## src/rtl/vqueue_fetch_ctrl.sv

```systemverilog
// vqueue_fetch_ctrl
// Write-side scheduler for the video pixel queue. Fetches one frame of
// framebuffer words from memory in fixed-length bursts and pushes every
// returned beat into the queue write port. A burst is only issued while the
// (synchronized) queue AlmostEmpty flag is high, and a frame_start pulse
// restarts the fetch from the framebuffer base.
//
// Ports:
//   clk, rst          memory/queue write clock, async active-low reset
//   fb_base           framebuffer word base, sampled on frame_start
//   frame_start       one-cycle pulse at vertical blank start
//   q_almost_empty    queue AlmostEmpty, asynchronous to clk
//   q_wr_en, q_data   queue write port (registered, 1 cycle after a beat)
//   mem_req, mem_addr burst read request and burst start word address
//   mem_ack           request accepted pulse
//   mem_rvalid/rdata  read beat stream
//   busy              burst in flight (REQ or DATA)
//   frame_done        last burst of the frame has completed

module vqueue_fetch_ctrl #(
  parameter int unsigned addr_width  = 24,
  parameter int unsigned burst_len   = 8,
  parameter int unsigned frame_words = 24576,
  parameter int unsigned holdoff     = 4
) (
  input  logic                  clk,
  input  logic                  rst,
  input  logic [addr_width-1:0] fb_base,
  input  logic                  frame_start,
  input  logic                  q_almost_empty,
  output logic                  q_wr_en,
  output logic [31:0]           q_data,
  output logic                  mem_req,
  output logic [addr_width-1:0] mem_addr,
  input  logic                  mem_ack,
  input  logic                  mem_rvalid,
  input  logic [31:0]           mem_rdata,
  output logic                  busy,
  output logic                  frame_done
);

  localparam int unsigned DATA_W = 32;
  localparam int unsigned WL_W   = $clog2(frame_words + 1);
  localparam int unsigned BC_W   = $clog2(burst_len);
  localparam int unsigned HO_W   = (holdoff > 0) ? $clog2(holdoff + 1) : 1;

  localparam logic [1:0] S_IDLE = 2'd0;
  localparam logic [1:0] S_REQ  = 2'd1;
  localparam logic [1:0] S_DATA = 2'd2;

  logic [1:0]            r_state;
  logic                  r_ae_m;
  logic                  r_ae_s;
  logic [WL_W-1:0]       r_words_left;
  logic [HO_W-1:0]       r_hold;
  logic [BC_W-1:0]       r_beat_cnt;
  logic                  r_flush;
  logic [addr_width-1:0] r_fb_lat;
  logic [addr_width-1:0] r_mem_addr;
  logic                  r_mem_req;
  logic                  r_busy;
  logic                  r_frame_done;
  logic                  r_q_wr_en;
  logic [DATA_W-1:0]     r_q_data;

  logic [1:0]            w_state_nxt;
  logic [WL_W-1:0]       w_words_left_nxt;
  logic [HO_W-1:0]       w_hold_nxt;
  logic [BC_W-1:0]       w_beat_cnt_nxt;
  logic                  w_flush_nxt;
  logic [addr_width-1:0] w_fb_lat_nxt;
  logic [addr_width-1:0] w_mem_addr_nxt;
  logic                  w_mem_req_nxt;
  logic                  w_busy_nxt;
  logic                  w_frame_done_nxt;
  logic                  w_q_wr_en_nxt;
  logic [DATA_W-1:0]     w_q_data_nxt;
  logic                  w_beat_last;
  logic [WL_W-1:0]       w_words_after;

  // Two-flop synchronizer for the queue AlmostEmpty flag; resets to 1 so a
  // freshly reset controller sees an empty queue.
  always_ff @(posedge clk or negedge rst) begin
    if (!rst) begin
      r_ae_m <= 1'b1;
      r_ae_s <= 1'b1;
    end else begin
      r_ae_m <= q_almost_empty;
      r_ae_s <= r_ae_m;
    end
  end

  // State and datapath registers.
  always_ff @(posedge clk or negedge rst) begin
    if (!rst) begin
      r_state      <= S_IDLE;
      r_words_left <= '0;
      r_hold       <= '0;
      r_beat_cnt   <= '0;
      r_flush      <= 1'b0;
      r_fb_lat     <= '0;
      r_mem_addr   <= '0;
      r_mem_req    <= 1'b0;
      r_busy       <= 1'b0;
      r_frame_done <= 1'b1;
      r_q_wr_en    <= 1'b0;
      r_q_data     <= '0;
    end else begin
      r_state      <= w_state_nxt;
      r_words_left <= w_words_left_nxt;
      r_hold       <= w_hold_nxt;
      r_beat_cnt   <= w_beat_cnt_nxt;
      r_flush      <= w_flush_nxt;
      r_fb_lat     <= w_fb_lat_nxt;
      r_mem_addr   <= w_mem_addr_nxt;
      r_mem_req    <= w_mem_req_nxt;
      r_busy       <= w_busy_nxt;
      r_frame_done <= w_frame_done_nxt;
      r_q_wr_en    <= w_q_wr_en_nxt;
      r_q_data     <= w_q_data_nxt;
    end
  end

  // Next-state and next-output logic.
  always_comb begin
    w_state_nxt      = r_state;
    w_words_left_nxt = r_words_left;
    w_hold_nxt       = r_hold;
    w_beat_cnt_nxt   = r_beat_cnt;
    w_flush_nxt      = r_flush;
    w_fb_lat_nxt     = r_fb_lat;
    w_mem_addr_nxt   = r_mem_addr;
    w_mem_req_nxt    = r_mem_req;
    w_frame_done_nxt = r_frame_done;
    w_q_wr_en_nxt    = 1'b0;
    w_q_data_nxt     = r_q_data;
    w_beat_last      = (r_beat_cnt == BC_W'(burst_len - 1));
    w_words_after    = r_words_left - WL_W'(burst_len);

    case (r_state)
      S_IDLE: begin
        if (frame_start) begin
          w_mem_addr_nxt   = fb_base;
          w_words_left_nxt = WL_W'(frame_words);
          w_frame_done_nxt = 1'b0;
          w_hold_nxt       = '0;
        end else if (r_hold != '0) begin
          w_hold_nxt = r_hold - HO_W'(1);
        end else if ((r_words_left != '0) && r_ae_s && !r_flush) begin
          w_state_nxt   = S_REQ;
          w_mem_req_nxt = 1'b1;
        end
      end

      S_REQ: begin
        // A new frame cannot abort a pending request; mark the burst as
        // flushed and restart once its data has drained.
        if (frame_start) begin
          w_flush_nxt  = 1'b1;
          w_fb_lat_nxt = fb_base;
        end
        if (mem_ack) begin
          w_state_nxt    = S_DATA;
          w_mem_req_nxt  = 1'b0;
          w_beat_cnt_nxt = '0;
        end
      end

      S_DATA: begin
        if (frame_start) begin
          w_flush_nxt  = 1'b1;
          w_fb_lat_nxt = fb_base;
        end
        if (mem_rvalid) begin
          // The flush register (not the live pulse) gates writes, so a beat
          // coincident with frame_start is still delivered.
          w_q_wr_en_nxt  = !r_flush;
          if (!r_flush) begin
            w_q_data_nxt = mem_rdata;
          end
          w_beat_cnt_nxt = r_beat_cnt + BC_W'(1);
          if (w_beat_last) begin
            w_state_nxt = S_IDLE;
            if (r_flush || frame_start) begin
              w_mem_addr_nxt   = frame_start ? fb_base : r_fb_lat;
              w_words_left_nxt = WL_W'(frame_words);
              w_frame_done_nxt = 1'b0;
              w_hold_nxt       = '0;
              w_flush_nxt      = 1'b0;
            end else begin
              w_mem_addr_nxt   = r_mem_addr + addr_width'(burst_len);
              w_words_left_nxt = w_words_after;
              w_hold_nxt       = HO_W'(holdoff);
              w_frame_done_nxt = (w_words_after == '0);
            end
          end
        end
      end

      default: begin
        w_state_nxt   = S_IDLE;
        w_mem_req_nxt = 1'b0;
      end
    endcase

    w_busy_nxt = (w_state_nxt != S_IDLE);
  end

  assign q_wr_en    = r_q_wr_en;
  assign q_data     = r_q_data;
  assign mem_req    = r_mem_req;
  assign mem_addr   = r_mem_addr;
  assign busy       = r_busy;
  assign frame_done = r_frame_done;

endmodule

```

## config.mk

```make
export PLATFORM = sky130hd
export DESIGN_NAME = vqueue_fetch_ctrl
export DESIGN_NICKNAME = d
export VERILOG_FILES = /design/src/rtl/vqueue_fetch_ctrl.sv
export SDC_FILE = /design/constraint.sdc
export NUM_CORES = 1
export LEC_CHECK = 0
export ABC_AREA = 1
export CAP_MARGIN = 20
export CORE_MARGIN = 2
export CORE_UTILIZATION = 45
export CTS_BUF_LIST = sky130_fd_sc_hd__clkbuf_4 sky130_fd_sc_hd__clkbuf_8
export DETAILED_ROUTE_END_ITERATION = 16
export PLACE_DENSITY_LB_ADDON = 0.1
export SLEW_MARGIN = 40
export SYNTH_ARGS = -nofsm -noshare
export SYNTH_HDL_FRONTEND = slang
export SYNTH_SLANG_ARGS = --single-unit
```

## constraint.sdc

```tcl
create_clock -name clk -period 1.95 [get_ports clk]
set_clock_uncertainty 0.15 [all_clocks]
set_input_delay 0.2925 -clock clk [delete_from_list [all_inputs] [get_ports clk]]
set_output_delay 0.2925 -clock clk [all_outputs]
set_load 0.01 [all_outputs]
```

Word-level counts from Yosys, hierarchy flattened
Index checks and enable logic that the tools add are counted. W data, S select, Z words.

Register bits: 110. Output and inout port bits: 60. Logic and storage cells: 92. Bits of input ports: 62.

Bitwise logic cells: 2. Reductions and logical operators: 17. Equality and inequality tests: 11. Mux-type cells: 44. Add/sub/neg operators: 4.

Operators by type and width (count): $mux W24 (5); $mux W15 (4); $pmux W24 S2 (1); $pmux W15 S2 (1); $add A24 B4 Y24 const B (1); $mux W3 (7); $logic_not A15 Y1 (1); $reduce_bool A15 Y1 (1); $sub A15 B4 Y15 const B (1); $mux W1 (14); $ne A2 B2 Y1 const B (7); $mux W2 (6); $pmux W3 S2 (2); $reduce_and A4 Y1 (2); $pmux W2 S3 (1); $reduce_and A3 Y1 (2); $reduce_bool A2 Y1 (3); $reduce_and A5 Y1 (1); $pmux W1 S2 (2); $add A3 B1 Y3 const B (1); $eq A3 B3 Y1 const B (1); $ne A3 B3 Y1 const B (1); $pmux W1 S3 (1); $reduce_bool A3 Y1 (1); 9 further kinds (11).

Depth between registers and ports, before layout
Gate-level depths: netlist (run 1).

Word-level depth: 8. Gate-level depth with buffers: 12. Depth with buffers taken out: 12.

Worst setup path after synthesis (run 1)
Ideal clock, no wire load.

Kind: reg2reg. Start: register r_beat_cnt[0]. End: register r_mem_addr[22], in the netlist mem_addr[22]. Clock period less this slack: 1.787 ns. Library setup time: 0.124 ns. Arrival: 1.513 ns. Data required time: 1.676 ns. Path buffers: 2. Stages on the path, launching flop included: 11. Setup slack: 0.163 ns. Path through: dfrtp_1 > ha_1 > ha_1 > nand2_1 > nand2_1 > nand3_4 > buf_4 > buf_6 > nand2_1 > o21ai_1 > o21ai_1.

Word-level cells in the longest chain between the ends: 3.

RTL lines: from (decl) (RTL line 56) `logic [BC_W-1:0] r_beat_cnt;`; from (signal assigned) (RTL line 112) `r_beat_cnt <= w_beat_cnt_nxt;`; $eq A3 B3 Y1 (RTL line 137) `w_beat_last = (r_beat_cnt == BC_W'(burst_len - 1));`; $ne A2 B2 Y1 (no source line); $reduce_and A4 Y1 (no source line); to (signal assigned) (RTL line 115) `r_mem_addr <= w_mem_addr_nxt;`; to (decl) (RTL line 59) `logic [addr_width-1:0] r_mem_addr;`.

Every way passes these cells. A chain may end at the register's enable or synchronous reset.

Worst setup path in the final report (run 1)
Start: register r_mem_addr[16], in the netlist mem_addr[16]. End: output mem_addr[16].

RTL lines: to (decl) (RTL line 34) `output logic [addr_width-1:0] mem_addr,`.

No word-level cell between the ends.

==> run summary, run 1 <==
crit end category - output pin
endpoints failing hold - 0
WP depth - 1
First DRT Iteration DRCs - 395
Util after Layout - 61.87%
Area Overhead vs Synth - 35.14%
max frequency - 0.5254 GHz
Chip Height - 114.3 µm
fin crit period - 1.903 ns
total iterations of the first detailed-routing run - 5
Total GRT Usage - 22.82%
worst-path maximum fanout - 7
FF-to-FF Start - r_state[1]$_DFF_PN0_
status - completed
critical path startpoint - mem_addr[16]$_DFFE_PN0P_
wire length per cell - 14.32 µm
sequential area share after synthesis - 48.96%
total core area - 11960 µm²
CP Launch Type - flip-flop
DRT Wirelength - 14240 µm
Leakage - 0.003561 µW
share of layout cells above drive strength 1 - 10.98%
Root Buffer - clkbuf_8
DR vias/cell - 5.049
Fill cells - 1077
starting density of the core - 45.78%
ant diodes - 0
Post-Syn Instances - 692
io pins - 122
worst hold path class - input pin to async pin
reg2reg setup slack - 0.05 ns
Reg clk slew, reported paths - 0.10 ns
Post-Syn Area - 5477 µm²
RSZ-0062 raised after global routing - yes
first-pass GRT wire length - 23690 µm
P per Cell Area - 1350 nW/µm²
clk sinks - 107
largest net degree at the start of global routing - 35
Std-Cell Rows - 40
Max IR drop VDD - 0.6662 mV
Pwr Total - 9988 µW
WP data arrival - 1.46 ns
RR Endpoint - mem_addr[17]$_DFFE_PN0P_
# setup viols final - 0
crit-path leading delay family - buffers and inverters
worst path cell trace - clkdlybuf4s50_1
die width - 114.3 µm
Reg2Reg Depth - 9
Max Cap Viol - 0
setup_tns - 0 ns
fin crit share - 97.61%
CTS tree - yes
GRT overflow - 0
synthesized area per cell - 7.914 µm²
TritonCTS Buffers - 9
post-DP HPWL - 10620 µm
DRC errors left - 0
synth unique cells - 38
Slew Viols, Final - 0
Final nets - 914
Worst-Skew Late Latency - 0.38 ns
crit path kind - flip-flop to output pin
non-filler cells, final - 994
DIE AREA - 13070 µm²
Synth warnings - 0
antenna violations before repair - 0
relative slew slack - 74.74%
antenna-violating nets left - 0
vias after detailed routing - 5019
Worst path slowest cell - clkdlybuf4s50_1
GPL Wtd Cong - 0.9197
vias in the first global route - 4952
CTS max path bufs - 2
Critical Path RT - 1.51 ns
#FFs+latches synth - 107
net count after synthesis - 764
H-tree Lvls - 3
# port buffers - 121
Worst Path Buf+Inv - 1
commonest non-fill, non-tap cell in the layout - nand2_1
most frequent cells in the layout - nand2_1 (231), clkdlybuf4s50_1 (120), dfrtp_1 (101)
worst setup path end - mem_addr[16]
dpl cells - 968
worst-margin pin slew - 0.3789 ns
Max stage delay on crit path - 0.59 ns
==> power by group <==
part | internal (µW) | switching [µW] | leakage, µW | total, µW
combinational | 2470 | 2450 | 0.00212 | 4910
sequential | 3100 | 671 | 0.00135 | 3770
clock | 545 | 761 | 0.0000918 | 1310
total | 6110 | 3880 | 0.00356 | 9990
==> stage by stage <==
stage	hold WS, ns	area, µm²	setup WS (ns)
detailed placement	0.05076	7054	-0.09236
global placement	0.04922	7054	-0.04293
floorplan	-0.1531	5477	0.1633
global route	0.1773	7401	-0.08488
CTS	0.1768	7257	-0.002530
finish	0.1851	7401	0.04658
==> metal layers <==
metal | part of all wire (%) | vias to the layer above | track usage (%)
li1 | - | 2512 | -
met1 | 45 | 2317 | 30.45
met2 | 45 | 170 | 36.63
met3 | 7.7 | 20 | 5.717
met4 | 1.6 | 0 | 7.480
met5 | 0 | - | 0
==> worst min-delay path by stage <==
stage	startpoint	endpoint	depth (start not counted)
floorplan	rst	busy$_DFF_PN0_	0
global placement	rst	r_words_left[7]$_DFFE_PN0P_	1
detailed placement	rst	r_words_left[6]$_DFFE_PN0P_	1
CTS	rst	r_words_left[6]$_DFFE_PN0P_	2
global route	q_almost_empty	r_ae_m$_DFF_PN1_	1
finish	rst	r_words_left[7]$_DFFE_PN0P_	2
==> what timing repair did <==
| item | CTS | global route |
|---|---|---|
| hold endpoints to repair | 51 | 0 |
| pin swaps | 1 | 9 |
| resized for setup | 4 | 21 |
| hold buffers | 1 | 0 |
| setup endpoints to repair | 3 | 42 |
| buffers inserted | 0 | 9 |
==> kinds of logic after synthesis <==
| family | after synthesis | synth area share [%] |
|---|---|---|
| AOI/OAI and AO/OA | 112 | 11.67 |
| xor gates and xnor gates | 9 | 1.439 |
| adders and majority gates | 10 | 2.285 |
| buffers and inverters | 102 | 7.836 |
| DFF | 107 | 48.96 |
| muxes | 5 | 0.9824 |
| and+or+nand+nor | 347 | 26.82 |
==> flip-flops by register name, indices dropped and copies added (netlist names) <==
| name | flops |
|---|---|
| r_ae_s | 1 |
| q_wr_en | 1 |
| r_state | 2 |
| r_beat_cnt | 3 |
| r_flush | 1 |
| mem_addr | 24 |
| mem_req | 1 |
| r_fb_lat | 24 |
| busy | 1 |
| q_data | 32 |
| r_words_left | 12 |
| frame_done | 1 |
| r_ae_m | 1 |
| r_hold | 3 |
==> final cells by class <==
cell class | instances | area (µm²) | area share (%)
Clock inverter | 4 | 25.02 | 0.3381
Multi-Input combinational cell | 483 | 2434 | 32.88
Sequential cell | 107 | 2685 | 36.28
Tap cell | 147 | 183.9 | 2.485
Inverter | 77 | 289.0 | 3.905
Clock buffer | 12 | 158.9 | 2.147
Timing Repair Buffer | 164 | 1625 | 21.96
==> cells in the mapped netlist, drive strengths merged <==
cell | number | area share, %
nand3 | 48 | 4.6
o21ai | 67 | 6.1
nor2 | 49 | 4.5
o211ai | 7 | 0.96
nand2 | 236 | 16
a21boi | 6 | 0.82
a31oi | 4 | 0.46
nor3 | 5 | 0.46
o21bai | 2 | 0.27
a32oi | 1 | 0.16
or2 | 1 | 0.11
o221ai | 2 | 0.32
xnor2 | 2 | 0.32
a22oi | 2 | 0.27
mux2i | 2 | 0.37
a21oi | 9 | 0.82
nand4 | 8 | 0.91
dfstp | 3 | 1.4
dfrtp | 104 | 48
ha | 10 | 2.3
o22ai | 10 | 1.1
mux2 | 3 | 0.62
xor2 | 7 | 1.1
a41oi | 1 | 0.16
inv | 77 | 5.3
buf | 16 | 1.9
clkbuf | 9 | 0.62
a2bb2oi | 1 | 0.16
No activity file was read; power rests on OpenSTA's default activity.
==> run 2: changes to the inputs <==
--- a/config.mk
+++ b/config.mk
@@ -7,8 +7,8 @@
 export LEC_CHECK = 0
 export ABC_AREA = 1
 export CAP_MARGIN = 20
-export CORE_MARGIN = 2
-export CORE_UTILIZATION = 45
+export CORE_MARGIN = 4
+export CORE_UTILIZATION = 40
 export CTS_BUF_LIST = sky130_fd_sc_hd__clkbuf_4 sky130_fd_sc_hd__clkbuf_8
 export DETAILED_ROUTE_END_ITERATION = 16
 export PLACE_DENSITY_LB_ADDON = 0.1
==> run summary, run 2 (synthesis results as in run 1) <==
status - completed (unchanged)
Root Buffer - clkbuf_8 (unchanged)
P per Cell Area - 1385 nW/µm² (was 1350 nW/µm²)
die width - 125.0 µm (was 114.3 µm)
most frequent cells in the layout - nand2_1 (230), clkdlybuf4s50_1 (119), dfrtp_1 (99) (was nand2_1 (231), clkdlybuf4s50_1 (120), dfrtp_1 (101))
relative slew slack - 68.59% (was 74.74%)
CTS tree - yes (unchanged)
worst-path maximum fanout - 7 (unchanged)
worst hold path class - input pin to flip-flop (was input pin to async pin)
fin crit share - 98.76% (was 97.61%)
Reg clk slew, reported paths - 0.09 ns (was 0.10 ns)
crit path kind - flip-flop to output pin (unchanged)
post-DP HPWL - 10840 µm (was 10620 µm)
WP data arrival - 1.48 ns (was 1.46 ns)
Area Overhead vs Synth - 40.37% (was 35.14%)
worst-margin pin slew - 0.4711 ns (was 0.3789 ns)
Pwr Total - 10650 µW (was 9988 µW)
Max stage delay on crit path - 0.60 ns (was 0.59 ns)
First DRT Iteration DRCs - 478 (was 395)
vias after detailed routing - 5142 (was 5019)
DR vias/cell - 4.987 (was 5.049)
Final nets - 923 (was 914)
wire length per cell - 14.50 µm (was 14.32 µm)
Chip Height - 125.0 µm (was 114.3 µm)
clk sinks - 107 (unchanged)
max frequency - 0.5193 GHz (was 0.5254 GHz)
total core area - 13350 µm² (was 11960 µm²)
Slew Viols, Final - 0 (unchanged)
CTS max path bufs - 2 (unchanged)
# setup viols final - 0 (unchanged)
starting density of the core - 41.03% (was 45.78%)
DRC errors left - 0 (unchanged)
endpoints failing hold - 0 (unchanged)
DRT Wirelength - 14950 µm (was 14240 µm)
Leakage - 0.003701 µW (was 0.003561 µW)
Fill cells - 1232 (was 1077)
max reg flops - 32 (unchanged)
share of layout cells above drive strength 1 - 12.98% (was 10.98%)
crit-path leading delay family - buffers and inverters (unchanged)
Std-Cell Rows - 42 (was 40)
fin crit period - 1.926 ns (was 1.903 ns)
H-tree Lvls - 3 (unchanged)
WP depth - 1 (unchanged)
RSZ-0062 raised after global routing - yes (unchanged)
antenna violations before repair - 0 (unchanged)
Hold Path Depth - 1
antenna-violating nets left - 0 (unchanged)
vias in the first global route - 5035 (was 4952)
worst path cell trace - clkdlybuf4s50_1 (unchanged)
io pins - 122 (unchanged)
CP Launch Type - flip-flop (unchanged)
DIE AREA - 15630 µm² (was 13070 µm²)
Reg2Reg Depth - 12 (was 9)
Max Cap Viol - 0 (unchanged)
largest net degree at the start of global routing - 34 (was 35)
Total GRT Usage - 19.11% (was 22.82%)
Critical Path RT - 1.51 ns (about the same)
crit end category - output pin (unchanged)
Worst-Skew Late Latency - 0.37 ns (was 0.38 ns)
total iterations of the first detailed-routing run - 5 (unchanged)
first-pass GRT wire length - 24710 µm (was 23690 µm)
# port buffers - 121 (unchanged)
TritonCTS Buffers - 9 (unchanged)
commonest non-fill, non-tap cell in the layout - nand2_1 (unchanged)
Worst path slowest cell - clkdlybuf4s50_1 (unchanged)
GRT overflow - 0 (unchanged)
GPL Wtd Cong - 0.8575 (was 0.9197)
ant diodes - 0 (unchanged)
Max IR drop VDD - 0.6485 mV (was 0.6662 mV)
Util after Layout - 57.59% (was 61.87%)
Worst Path Buf+Inv - 1 (unchanged)
==> run 2: cell types whose count changed in the layout (fill, tap and decap cells not counted), sizes merged <==
cell           previous run  this run
clkbuf                   12        14
clkdlybuf4s50           120       119
dlymetal6s2s              0         1
bufinv                    0         3
clkinv                    2         1
clkinvlp                  2         0
buf                      43        49
==> run 2: path summary, 6_finish.rpt <==
path                            slack [ns]                      start                           end
worst max-delay path                  0.02    mem_addr[7]$_DFFE_PN0P_                   mem_addr[7]
worst min-delay path                  0.19             q_almost_empty              r_ae_m$_DFF_PN1_
worst max register to register        0.03  r_beat_cnt[0]$_DFFE_PN0P_        frame_done$_DFFE_PN1P_
worst min register to register        0.21           r_ae_m$_DFF_PN1_              r_ae_s$_DFF_PN1_
max in group asynchronous             0.79                        rst              r_ae_s$_DFF_PN1_
min in group asynchronous             0.26                        rst  r_words_left[13]$_DFFE_PN0P_
==> run 2: power by group <==
| part | switching [µW] | internal, µW | total (µW) |
|---|---|---|---|
| combinational | 2570 | 2650 | 5220 |
| clock | 752 | 899 | 1650 |
| sequential | 676 | 3100 | 3780 |
==> run 2: stage by stage <==
stage	area, µm²	setup WS [ns]	setup TNS [ns]	std cells	hold WS (ns)
floorplan	5477	0.1633	0	692	-0.1531
finish	7687	0.02425	0	1031	0.1930
global placement	7133	-0.09565	-1.205	1001	0.1302
detailed placement	7133	-0.08767	-1.492	1001	0.1259
global route	7687	-0.08984	-0.2837	1031	0.1604
CTS	7402	-0.007029	-0.008812	1017	0.1657
==> run 2: final cells by class <==
| type | count | area (µm²) | area share (%) |
|---|---|---|---|
| Sequential cell | 107 | 2688 | 34.96 |
| Inverter | 77 | 296.5 | 3.857 |
| Clock buffer | 11 | 145.1 | 1.888 |
| Clock inverter | 4 | 98.84 | 1.286 |
| Timing Repair Buffer | 173 | 1777 | 23.11 |
| Tap cell | 176 | 220.2 | 2.865 |
| Multi-Input combinational cell | 483 | 2462 | 32.03 |
==> run 2: worst reg2reg max path, delay by kind of cell, from the launching register on <==
family,cells,cell delay (ns)
simple gates,10,0.98
flops,1,0.37
fa+ha+maj,2,0.36
==> run 2: layer usage <==
layer	vias up	global-route usage (%)	share of wire, %
met1	2407	25.72	45
met5	-	0	0
li1	2553	-	-
met2	171	29.61	46
met4	0	4.145	0.96
met3	11	7.292	8.2
==> run 2: timing repair <==
action / 4_1_cts / 5_1_grt
endpoints found under the hold margin: 26 / 0
resized for setup: 5 / 47
hold buffers: 1 / 0
pin swaps: 0 / 15
gates cloned: 0 / 3
setup buffers: 0 / 11
setup endpoints to repair: 22 / 43
==> run 3: changes to the inputs <==
--- a/config.mk
+++ b/config.mk
@@ -11,6 +11,7 @@
 export CORE_UTILIZATION = 40
 export CTS_BUF_LIST = sky130_fd_sc_hd__clkbuf_4 sky130_fd_sc_hd__clkbuf_8
 export DETAILED_ROUTE_END_ITERATION = 16
+export MAX_ROUTING_LAYER = met4
 export PLACE_DENSITY_LB_ADDON = 0.1
 export SLEW_MARGIN = 40
 export SYNTH_ARGS = -nofsm -noshare
==> run summary, run 3 (synthesis results as in run 1) <==
starting density of the core - 41.03% (unchanged)
worst path cell trace - clkdlybuf4s50_1 (unchanged)
P_int - 6647 µW (about the same)
reg2reg setup slack - 0.03 ns (about the same)
Fin Hold WS - 0.1942 ns (was 0.1930 ns)
fin crit share - 98.51% (was 98.76%)
crit end category - output pin (unchanged)
Psw - 3998 µW (was 3999 µW)
FF-to-FF Start - r_beat_cnt[0]$_DFFE_PN0P_ (unchanged)
endpoints failing hold - 0 (unchanged)
die width - 125.0 µm (unchanged)
critical path startpoint - mem_addr[7]$_DFFE_PN0P_ (unchanged)
Max Cap Viol - 0 (unchanged)
setup_tns - 0 ns (unchanged)
Max IR drop VDD - 0.6531 mV (was 0.6485 mV)
Final nets - 923 (unchanged)
H-tree Lvls - 3 (unchanged)
Max stage delay on crit path - 0.60 ns (about the same)
worst-margin pin slew - 0.4707 ns (was 0.4711 ns)
Critical Path RT - 1.51 ns (about the same)
antenna-violating nets left - 0 (unchanged)
largest net degree at the start of global routing - 34 (unchanged)
most frequent cells in the layout - nand2_1 (230), clkdlybuf4s50_1 (119), dfrtp_1 (99) (unchanged)
share of layout cells above drive strength 1 - 12.98% (unchanged)
met3 wire len - 1080 µm (was 1230 µm)
CTS max path bufs - 2 (unchanged)
max reg flops - 32 (unchanged)
ant diodes - 0 (unchanged)
Seq pwr share - 35.5% (about the same)
met2 WL post-DR - 6783 µm (was 6823 µm)
clk sinks - 107 (unchanged)
CP Launch Type - flip-flop (unchanged)
WL met1 - 6922 µm (was 6756 µm)
worst hold path class - input pin to flip-flop (unchanged)
wire length per cell - 14.48 µm (was 14.50 µm)
DIE AREA - 15630 µm² (unchanged)
Leakage - 0.003701 µW (unchanged)
RSZ-0062 raised after global routing - yes (unchanged)
io pins - 122 (unchanged)
vias after detailed routing - 5128 (was 5142)
WP data arrival - 1.48 ns (about the same)
DR vias/cell - 4.974 (was 4.987)
Top Metal Used - met4 (unchanged)
relative slew slack - 68.62% (was 68.59%)
Chip Height - 125.0 µm (unchanged)
max frequency - 0.5206 GHz (was 0.5193 GHz)
worst-path maximum fanout - 7 (unchanged)
pre-CTS setup slack - -0.08767 ns (unchanged)
cell area after layout - 7687 µm² (unchanged)
fin crit period - 1.921 ns (was 1.926 ns)
Std-Cell Rows - 42 (unchanged)
HP Start - q_almost_empty (unchanged)
Final WS setup - 0.02912 ns (was 0.02425 ns)
DRC errors left - 0 (unchanged)
switching portion of total power - 37.56% (about the same)
Placement Cell Area - 7133 µm² (unchanged)
Area Overhead vs Synth - 40.37% (unchanged)
Combinational Power Share - 49.0% (about the same)
TritonCTS Buffers - 9 (unchanged)
crit-path leading delay family - buffers and inverters (unchanged)
GRT overflow - 0 (unchanged)
GPL Wtd Cong - 0.8713 (was 0.8575)
crit path kind - flip-flop to output pin (unchanged)
# port buffers - 121 (unchanged)
DRT Wirelength - 14930 µm (was 14950 µm)
Worst Path Buf+Inv - 1 (unchanged)
P per Cell Area - 1385 nW/µm² (about the same)
vias in the first global route - 5037 (was 5035)
Clk pwr share - 15.5% (about the same)
post-DP HPWL - 10840 µm (unchanged)
CTS tree - yes (unchanged)
Worst-Skew Late Latency - 0.37 ns (about the same)
commonest non-fill, non-tap cell in the layout - nand2_1 (unchanged)
Root Buffer - clkbuf_8 (unchanged)
Reg clk slew, reported paths - 0.09 ns (about the same)
status - completed (unchanged)
total core area - 13350 µm² (unchanged)
Total GRT Usage - 19.69% (was 19.11%)
Worst path slowest cell - clkdlybuf4s50_1 (unchanged)
first-pass GRT wire length - 24690 µm (was 24710 µm)
First DRT Iteration DRCs - 457 (was 478)
# setup viols final - 0 (unchanged)
antenna violations before repair - 0 (unchanged)
Slew Viols, Final - 0 (unchanged)
total iterations of the first detailed-routing run - 5 (unchanged)
==> run 3: cell counts in the layout (fill, tap and decap cells not counted) <==
Identical to the previous run, type by type.
==> run 3: power by group through the flow <==
stage	registers [µW]	logic, µW	clock network, µW
after floorplan	3910	2280	0
after global placement	3760	4540	0
after detailed placement	3780	4620	0
after CTS	3750	4700	1720
after global routing	3910	5760	1810
final	3780	5220	1650
==> run 3: what timing repair did <==
item	4_1_cts	5_1_grt
hold endpoints to repair	26	0
pin swaps	0	15
gates cloned	0	3
setup endpoints to repair	22	43
setup buffers	0	11
gates resized for setup	5	47
hold buffers	1	0
==> run 3: cell type report <==
type                       instances  area (µm²)
clock buffer                      11       145.1
timing repair buffer             173        1777
inverter                          77       296.5
multi-input combinational        483        2462
tap                              176       220.2
sequential                       107        2688
clock inverter                     4       98.84
fill                            1232        5660
==> run 3: worst paths after layout <==
check                                                to  cells after the start
min                                    r_ae_m$_DFF_PN1_                      1
min reg2reg                            r_ae_s$_DFF_PN1_                      0
max in group asynchronous              r_ae_s$_DFF_PN1_                      3
max reg2reg                      frame_done$_DFFE_PN1P_                     12
min in group asynchronous  r_words_left[13]$_DFFE_PN0P_                      2
max                                         mem_addr[7]                      1
==> run 3: routing by layer <==
layer / vias to the layer above / track usage [%]
li1: 2552 / -
met1: 2377 / 26.59
met2: 186 / 29.52
met3: 13 / 6.055
met4: 0 / 4.145
met5: - / -
==> run 3: stage by stage <==
step	power (µW)	cells	utilization, %
2_1_floorplan	6191	692	-
3_3_place_gp	8292	1001	53.44
3_5_place_dp	8400	1001	53.44
4_1_cts	10180	1017	55.46
5_1_grt	11490	1031	57.59
6_report	10640	1031	57.59
